`config.mk`:
```
export PLATFORM = sky130hd
export DESIGN_NAME = pipe_control_unit
export DESIGN_NICKNAME = d
export VERILOG_FILES = /design/src/rtl/pipe_control_unit.sv
export SDC_FILE = /design/constraint.sdc
export NUM_CORES = 1
export LEC_CHECK = 0
export CORE_MARGIN = 5
export CORE_UTILIZATION = 45
export CTS_BUF_LIST = sky130_fd_sc_hd__clkbuf_16
export DETAILED_ROUTE_END_ITERATION = 10
export HOLD_SLACK_MARGIN = 0.15
export PLACE_DENSITY = 0.84
export RECOVER_POWER = 25
export SYNTH_ARGS = -nofsm -noshare
export SYNTH_HDL_FRONTEND = slang
export SYNTH_SLANG_ARGS = --single-unit
```
`constraint.sdc`:
```
create_clock -name clock -period 8.2 [get_ports clock]
set_clock_uncertainty 0.05 [all_clocks]
set_input_delay 1.64 -clock clock [delete_from_list [all_inputs] [get_ports clock]]
set_output_delay 1.64 -clock clock [all_outputs]
set_load 0.02 [all_outputs]
```
`src/rtl/pipe_control_unit.sv`:
```
`default_nettype none
// ==== pipe_control_unit : decode plus D/X, X/M, M/W control pipeline with stall, flush and multdiv freeze
// ==== optional macro CTRL_MD_TIMEOUT_EN bounds the multdiv wait and raises w_exc ; rev 1.0
module pipe_control_unit #(
   parameter int INSN_W  = 32,
   parameter int ALUOP_W = 5,
   parameter int REG_W   = 5,
   parameter int MD_TMO  = 32
) (
   input  logic               clock,
   input  logic               reset,
   input  logic [INSN_W-1:0]  insn_d,
   input  logic               valid_d,
   input  logic               stall_in,
   input  logic               flush,
   input  logic               md_ready,
   output logic [18:0]        insn_type_d,
   output logic               md_start,
   output logic               pipe_stall,
   output logic               d_hold,
   output logic [ALUOP_W-1:0] x_aluop,
   output logic               x_alu_inb,
   output logic               x_br,
   output logic               x_brlt,
   output logic               x_jp,
   output logic               x_jr,
   output logic               m_dmwe,
   output logic               w_we,
   output logic               w_rwd,
   output logic               w_jal,
   output logic               w_setx,
   output logic [REG_W-1:0]   w_rd,
   output logic               w_exc
);

   localparam int T_ADD = 0,  T_ADDI = 1,  T_SUB = 2,  T_AND = 3,  T_OR  = 4;
   localparam int T_SLL = 5,  T_SRA  = 6,  T_MUL = 7,  T_DIV = 8,  T_SW  = 9;
   localparam int T_LW  = 10, T_J    = 11, T_BNE = 12, T_JAL = 13, T_JR  = 14;
   localparam int T_BLT = 15, T_BEX  = 16, T_SETX = 17, T_NOP = 18;

   localparam logic [4:0] OP_R    = 5'b00000, OP_J    = 5'b00001, OP_BNE  = 5'b00010;
   localparam logic [4:0] OP_JAL  = 5'b00011, OP_JR   = 5'b00100, OP_ADDI = 5'b00101;
   localparam logic [4:0] OP_BLT  = 5'b00110, OP_SW   = 5'b00111, OP_LW   = 5'b01000;
   localparam logic [4:0] OP_SETX = 5'b10101, OP_BEX  = 5'b10110;

   localparam logic [18:0] M_RTYPE = (19'd1 << T_ADD) | (19'd1 << T_SUB) | (19'd1 << T_AND)
                                   | (19'd1 << T_OR)  | (19'd1 << T_SLL) | (19'd1 << T_SRA)
                                   | (19'd1 << T_MUL) | (19'd1 << T_DIV) | (19'd1 << T_NOP);
   localparam logic [18:0] M_NOWE  = (19'd1 << T_J)   | (19'd1 << T_BNE) | (19'd1 << T_JR)
                                   | (19'd1 << T_BLT) | (19'd1 << T_SW)  | (19'd1 << T_BEX)
                                   | (19'd1 << T_NOP);

   typedef enum logic [0:0] {S_IDLE = 1'b0, S_WAIT = 1'b1} md_state_t;

   logic [4:0]         w_op;
   logic [ALUOP_W-1:0] w_fld;
   logic [REG_W-1:0]   w_rd_f;
   logic [18:0]        w_type;
   logic [ALUOP_W-1:0] w_aluop_d;
   logic [REG_W-1:0]   w_rd_d;
   logic               w_kill;
   logic               w_md_op;
   logic               w_tmo;
   logic               w_expire;
   logic               w_unused;
   md_state_t          r_state;
   md_state_t          w_state_nxt;

   logic               r_dx_v, r_xm_v, r_mw_v;
   logic [18:0]        r_dx_t, r_xm_t, r_mw_t;
   logic [ALUOP_W-1:0] r_dx_alu;
   logic [REG_W-1:0]   r_dx_rd, r_xm_rd, r_mw_rd;
   logic               r_xm_exc, r_mw_exc;

   assign w_op     = insn_d[INSN_W-1 -: 5];
   assign w_fld    = insn_d[ALUOP_W+1:2];
   assign w_rd_f   = insn_d[INSN_W-6 -: REG_W];
   assign w_unused = ^{insn_d, MD_TMO > 0};

   always_comb begin
      w_type = '0;
      if (valid_d) begin
         case (w_op)
            OP_R: begin
               case (int'(w_fld))
                  0:       w_type[T_ADD] = 1'b1;
                  1:       w_type[T_SUB] = 1'b1;
                  2:       w_type[T_AND] = 1'b1;
                  3:       w_type[T_OR]  = 1'b1;
                  4:       w_type[T_SLL] = 1'b1;
                  5:       w_type[T_SRA] = 1'b1;
                  6:       w_type[T_MUL] = 1'b1;
                  7:       w_type[T_DIV] = 1'b1;
                  8:       w_type[T_NOP] = 1'b1;
                  default: ;
               endcase
            end
            OP_J:    w_type[T_J]    = 1'b1;
            OP_BNE:  w_type[T_BNE]  = 1'b1;
            OP_JAL:  w_type[T_JAL]  = 1'b1;
            OP_JR:   w_type[T_JR]   = 1'b1;
            OP_ADDI: w_type[T_ADDI] = 1'b1;
            OP_BLT:  w_type[T_BLT]  = 1'b1;
            OP_SW:   w_type[T_SW]   = 1'b1;
            OP_LW:   w_type[T_LW]   = 1'b1;
            OP_SETX: w_type[T_SETX] = 1'b1;
            OP_BEX:  w_type[T_BEX]  = 1'b1;
            default: ;
         endcase
      end
   end

   assign insn_type_d = reset ? '0 : w_type;
   assign w_aluop_d   = (|(w_type & M_RTYPE)) ? w_fld
                      : (w_type[T_BNE] | w_type[T_BLT] | w_type[T_BEX]) ? ALUOP_W'(1) : '0;
   assign w_rd_d      = w_type[T_JAL] ? REG_W'(31) : w_type[T_SETX] ? REG_W'(30) : w_rd_f;

   // Multdiv handshake: a mul/div sitting in D/X freezes the pipe until md_ready.
   assign w_md_op = r_dx_v & (r_dx_t[T_MUL] | r_dx_t[T_DIV]);

`ifdef CTRL_MD_TIMEOUT_EN
   localparam int CNT_W = $clog2(MD_TMO + 1);
   logic [CNT_W-1:0] r_cnt;

   always_ff @(posedge clock or posedge reset) begin
      if (reset)                  r_cnt <= '0;
      else if (r_state == S_IDLE) r_cnt <= '0;
      else                        r_cnt <= r_cnt + CNT_W'(1);
   end

   assign w_expire = (r_cnt == CNT_W'(MD_TMO - 1));
`else
   assign w_expire = 1'b0;
`endif

   always_ff @(posedge clock or posedge reset) begin
      if (reset) r_state <= S_IDLE;
      else       r_state <= w_state_nxt;
   end

   always_comb begin
      w_state_nxt = r_state;
      md_start    = 1'b0;
      pipe_stall  = 1'b0;
      w_tmo       = 1'b0;
      case (r_state)
         S_IDLE: begin
            if (w_md_op) begin
               md_start    = 1'b1;
               pipe_stall  = 1'b1;
               w_state_nxt = S_WAIT;
            end
         end
         S_WAIT: begin
            if (md_ready) begin
               w_state_nxt = S_IDLE;
            end else if (w_expire) begin
               w_tmo       = 1'b1;
               w_state_nxt = S_IDLE;
            end else begin
               pipe_stall  = 1'b1;
            end
         end
         default: w_state_nxt = S_IDLE;
      endcase
   end

   assign d_hold = reset ? 1'b0 : (stall_in | pipe_stall);
   assign w_kill = (flush & (r_state != S_WAIT)) | stall_in;

   always_ff @(posedge clock or posedge reset) begin
      if (reset) begin
         r_dx_v <= 1'b0; r_dx_t <= '0; r_dx_alu <= '0; r_dx_rd <= '0;
         r_xm_v <= 1'b0; r_xm_t <= '0; r_xm_rd <= '0;  r_xm_exc <= 1'b0;
         r_mw_v <= 1'b0; r_mw_t <= '0; r_mw_rd <= '0;  r_mw_exc <= 1'b0;
      end else begin
         r_mw_v <= r_xm_v; r_mw_t <= r_xm_t; r_mw_rd <= r_xm_rd; r_mw_exc <= r_xm_exc;
         if (pipe_stall) begin
            r_xm_v <= 1'b0; r_xm_t <= '0; r_xm_rd <= '0; r_xm_exc <= 1'b0;
         end else begin
            r_xm_v <= r_dx_v; r_xm_t <= r_dx_t; r_xm_rd <= r_dx_rd; r_xm_exc <= w_tmo;
            if (w_kill) begin
               r_dx_v <= 1'b0; r_dx_t <= '0; r_dx_alu <= '0; r_dx_rd <= '0;
            end else begin
               r_dx_v <= |w_type; r_dx_t <= w_type; r_dx_alu <= w_aluop_d; r_dx_rd <= w_rd_d;
            end
         end
      end
   end

   assign x_aluop   = r_dx_v ? r_dx_alu : '0;
   assign x_alu_inb = r_dx_v & (r_dx_t[T_ADDI] | r_dx_t[T_SW] | r_dx_t[T_LW]);
   assign x_br      = r_dx_v & r_dx_t[T_BNE];
   assign x_brlt    = r_dx_v & r_dx_t[T_BLT];
   assign x_jp      = r_dx_v & (r_dx_t[T_J] | r_dx_t[T_JAL]);
   assign x_jr      = r_dx_v & (r_dx_t[T_JR] | r_dx_t[T_BEX]);
   assign m_dmwe    = r_xm_v & r_xm_t[T_SW];
   assign w_we      = r_mw_v & ~(|(r_mw_t & M_NOWE));
   assign w_rwd     = r_mw_v & r_mw_t[T_LW];
   assign w_jal     = r_mw_v & r_mw_t[T_JAL];
   assign w_setx    = r_mw_v & r_mw_t[T_SETX];
   // A timed-out mul/div reports through rstatus.
   assign w_rd      = !r_mw_v ? '0 : r_mw_exc ? REG_W'(30) : r_mw_rd;

`ifdef CTRL_MD_TIMEOUT_EN
   assign w_exc = r_mw_v & r_mw_exc;
`else
   assign w_exc = 1'b0;
`endif

endmodule
`default_nettype wire
```
==> impl_metrics.env <==
export IMPL_status="finished with violations"
export IMPL_violations="max-capacitance violations, max-slew violations"
export IMPL_setup_viol=0
export IMPL_die_h_um=83.4
export IMPL_cts_setup_buffers=0
export IMPL_final_cell_mix="clkdlybuf4s50_1, dfrtp_1, and2_1"
export IMPL_worstSetupStartpointType="input port"
export IMPL_start_util=0.469
export IMPL_drtIter0Drc=160
export IMPL_avgSynthCellArea_um2=10.5
export IMPL_rr_worst_depth=5
export IMPL_report_final_slew_viol_count=58
export IMPL_crit_fanout=9
export IMPL_drt_wl_total_mm=5.03
export IMPL_clock_latency_ns=0.32
export IMPL_antenna_cells=0
export IMPL_cts_reportedPaths_clkPinSlew_ns=0.05
export IMPL_min_path_type="flop to flop"
export IMPL_tns_ns=0
export IMPL_cts_max_level=3
export IMPL_cts_sinks=57
export IMPL_drv_cap=1
export IMPL_max_freq_ghz=0.174
export IMPL_io_pin_count=81
export IMPL_vias_per_cell=4.95
export IMPL_synth_cell_types=40
export IMPL_cts_tree="built"
export IMPL_dp_hpwl_mm=3.58
export IMPL_yosysWarnings=0
export IMPL_ys_seq_elements=57
export IMPL_first_pass_iters=4
export IMPL_core_region_area_um2=5170
export IMPL_cts_root_buf="clkbuf_16"
export IMPL_grt_pass1_wl_mm=8.42
export IMPL_grt_antenna_before_repair=0
export IMPL_final_hold_viol_count=0
export IMPL_rsz0062_at_grt="no"
export IMPL_worstSetupEndpointType="output port"
export IMPL_clock_path_buffers=2
export IMPL_syn_inst=231
export IMPL_fin_nets=331
export IMPL_row_count=26
export IMPL_grt_max_degree=58
export IMPL_cts_resized=0
export IMPL_area_growth_syn_to_layout_pct=39.1
export IMPL_dp_cells=352
export IMPL_power_density_nw_per_um2=202
export IMPL_vias=1822
export IMPL_worst_slew_pin_slew_ns=2.77
export IMPL_yosysSeqAreaShare=0.588
export IMPL_dieArea_um2=6960
export IMPL_final_instance_count_excl_fill=368
export IMPL_ant_nets=0
export IMPL_syn_nets=269
export IMPL_final_common_cell="clkdlybuf4s50_1"
export IMPL_drc=0
export IMPL_max_slew_margin_rel=-0.844
export IMPL_grt_pass1_vias=1813
export IMPL_drive_gt1_frac=0.0671
export IMPL_leakage_nw=1.51
export IMPL_ctsHoldBuffers=0
export IMPL_grt_util_all_layers=0.151
export IMPL_die_w_um=83.4
export IMPL_grt_ovfl_total=0
export IMPL_wl_per_cell_um=13.7
export IMPL_holdPathStages=0
export IMPL_critPathKind="input port to output port"
export IMPL_port_buffers=62
export IMPL_syn_area_um2=2420
export IMPL_min_period_ns=5.75
export IMPL_critPathArrivalTime_ns=4.06
export IMPL_fin_crit_sh=0.701
export IMPL_routabilityCongestion=0.796
export IMPL_vdd_ir_drop_max_mv=0.119
export IMPL_required_ns=6.51
export IMPL_cts_made_buffers=9
## worst paths after layout
check | start | to | slack (ns)
max | insn_d[28] | insn_type_d[5] | 2.45
min | r_xm_rd[3] | r_mw_rd[3] | 0.29
max reg2reg | r_dx_v | r_dx_rd[1] | 5.47
min reg2reg | r_xm_rd[3] | r_mw_rd[3] | 0.29
max in group asynchronous | reset | r_mw_rd[1] | 3.51
min in group asynchronous | reset | r_dx_t[9] | 3.02
## registers in the layout, indices dropped and copies added, names as in the netlist, 5 cells and up
register,count
r_xm_t,10
r_dx_alu,5
r_dx_t,13
r_xm_rd,5
r_mw_rd,5
r_dx_rd,5
r_mw_t,10
## cell families after synthesis
family	Yosys count	share of synthesized area
AND/OR/NAND/NOR	113	0.259
AO/OA/AOI/OAI	37	0.107
other	1	0.00155
flip-flops	57	0.588
multiplexers	1	0.00413
buffers and inverters	22	0.0402
## cell usage after synthesis (all sizes together)
cell type,instances,area (um2)
and4bb,1,12.5
and2,34,213
conb,1,3.75
nor4,4,46.3
o311ai,1,8.76
o21a,3,22.5
a21o,1,7.51
or2,2,12.5
nand3b,1,7.51
or4,1,11.3
and2b,1,7.51
inv,10,37.5
o31ai,4,30.0
nand4b,1,8.76
or4b,1,10.0
o31a,2,17.5
nand2b,7,43.8
a211oi,6,45.0
a32o,2,20.0
buf,6,37.5
a21oi,5,25.0
nor3,11,60.1
and4b,1,10.0
o21ai,8,40.0
a22oi,1,7.51
nor2,23,86.3
o2111ai,1,8.76
clkbuf,6,22.5
a22o,3,26.3
mux2i,1,10.0
nand3,4,20.0
nand2,21,78.8
dfrtp,57,1430
## worst max-delay path, stage by stage
cell and delay [ns]:
clkdlybuf4s50_1 0.58, or4_4 0.63, nor4_2 0.22, nand3b_1 0.19
nor3_1 0.16, clkdlybuf4s50_1 0.63
## report_power, final
| group | switching [W] | total [W] | internal [W] |
|---|---|---|---|
| Sequential | 0.00000204 | 0.000288 | 0.000286 |
| Clock | 0.000124 | 0.000357 | 0.000234 |
| Combinational | 0.0000211 | 0.0000362 | 0.0000151 |
## stage by stage
stage	hold slack [ns]	power [W]	utilization	worst slack [ns]	area (um2)
after floorplan	0.281	0.000312	-	2.64	2420
after global placement	0.282	0.000328	0.596	2.49	3080
after detailed placement	0.286	0.000329	0.596	2.45	3080
after CTS	0.297	0.000688	0.653	2.46	3380
after global routing	0.300	0.000706	0.652	2.27	3370
final	0.294	0.000682	0.652	2.45	3370
## cell type report
cell class | count | area [um2]
Timing Repair Buffer | 63 | 624
Clock inverter | 7 | 71.3
Sequential cell | 57 | 1430
Tap cell | 70 | 87.6
Multi-Input combinational cell | 152 | 901
Fill cell | 395 | 1800
Inverter | 10 | 37.5
Clock buffer | 9 | 225
## per-layer routing
metal	vias to the layer above	wire [um]	part of all wire	global-route usage
met3	7	376	0.075	0.0574
met4	0	74	0.015	0.0461
met5	-	0	0	0
li1	904	-	-	-
met2	60	2580	0.51	0.266
met1	851	2000	0.40	0.167
Power figures use the tool's default switching activity.
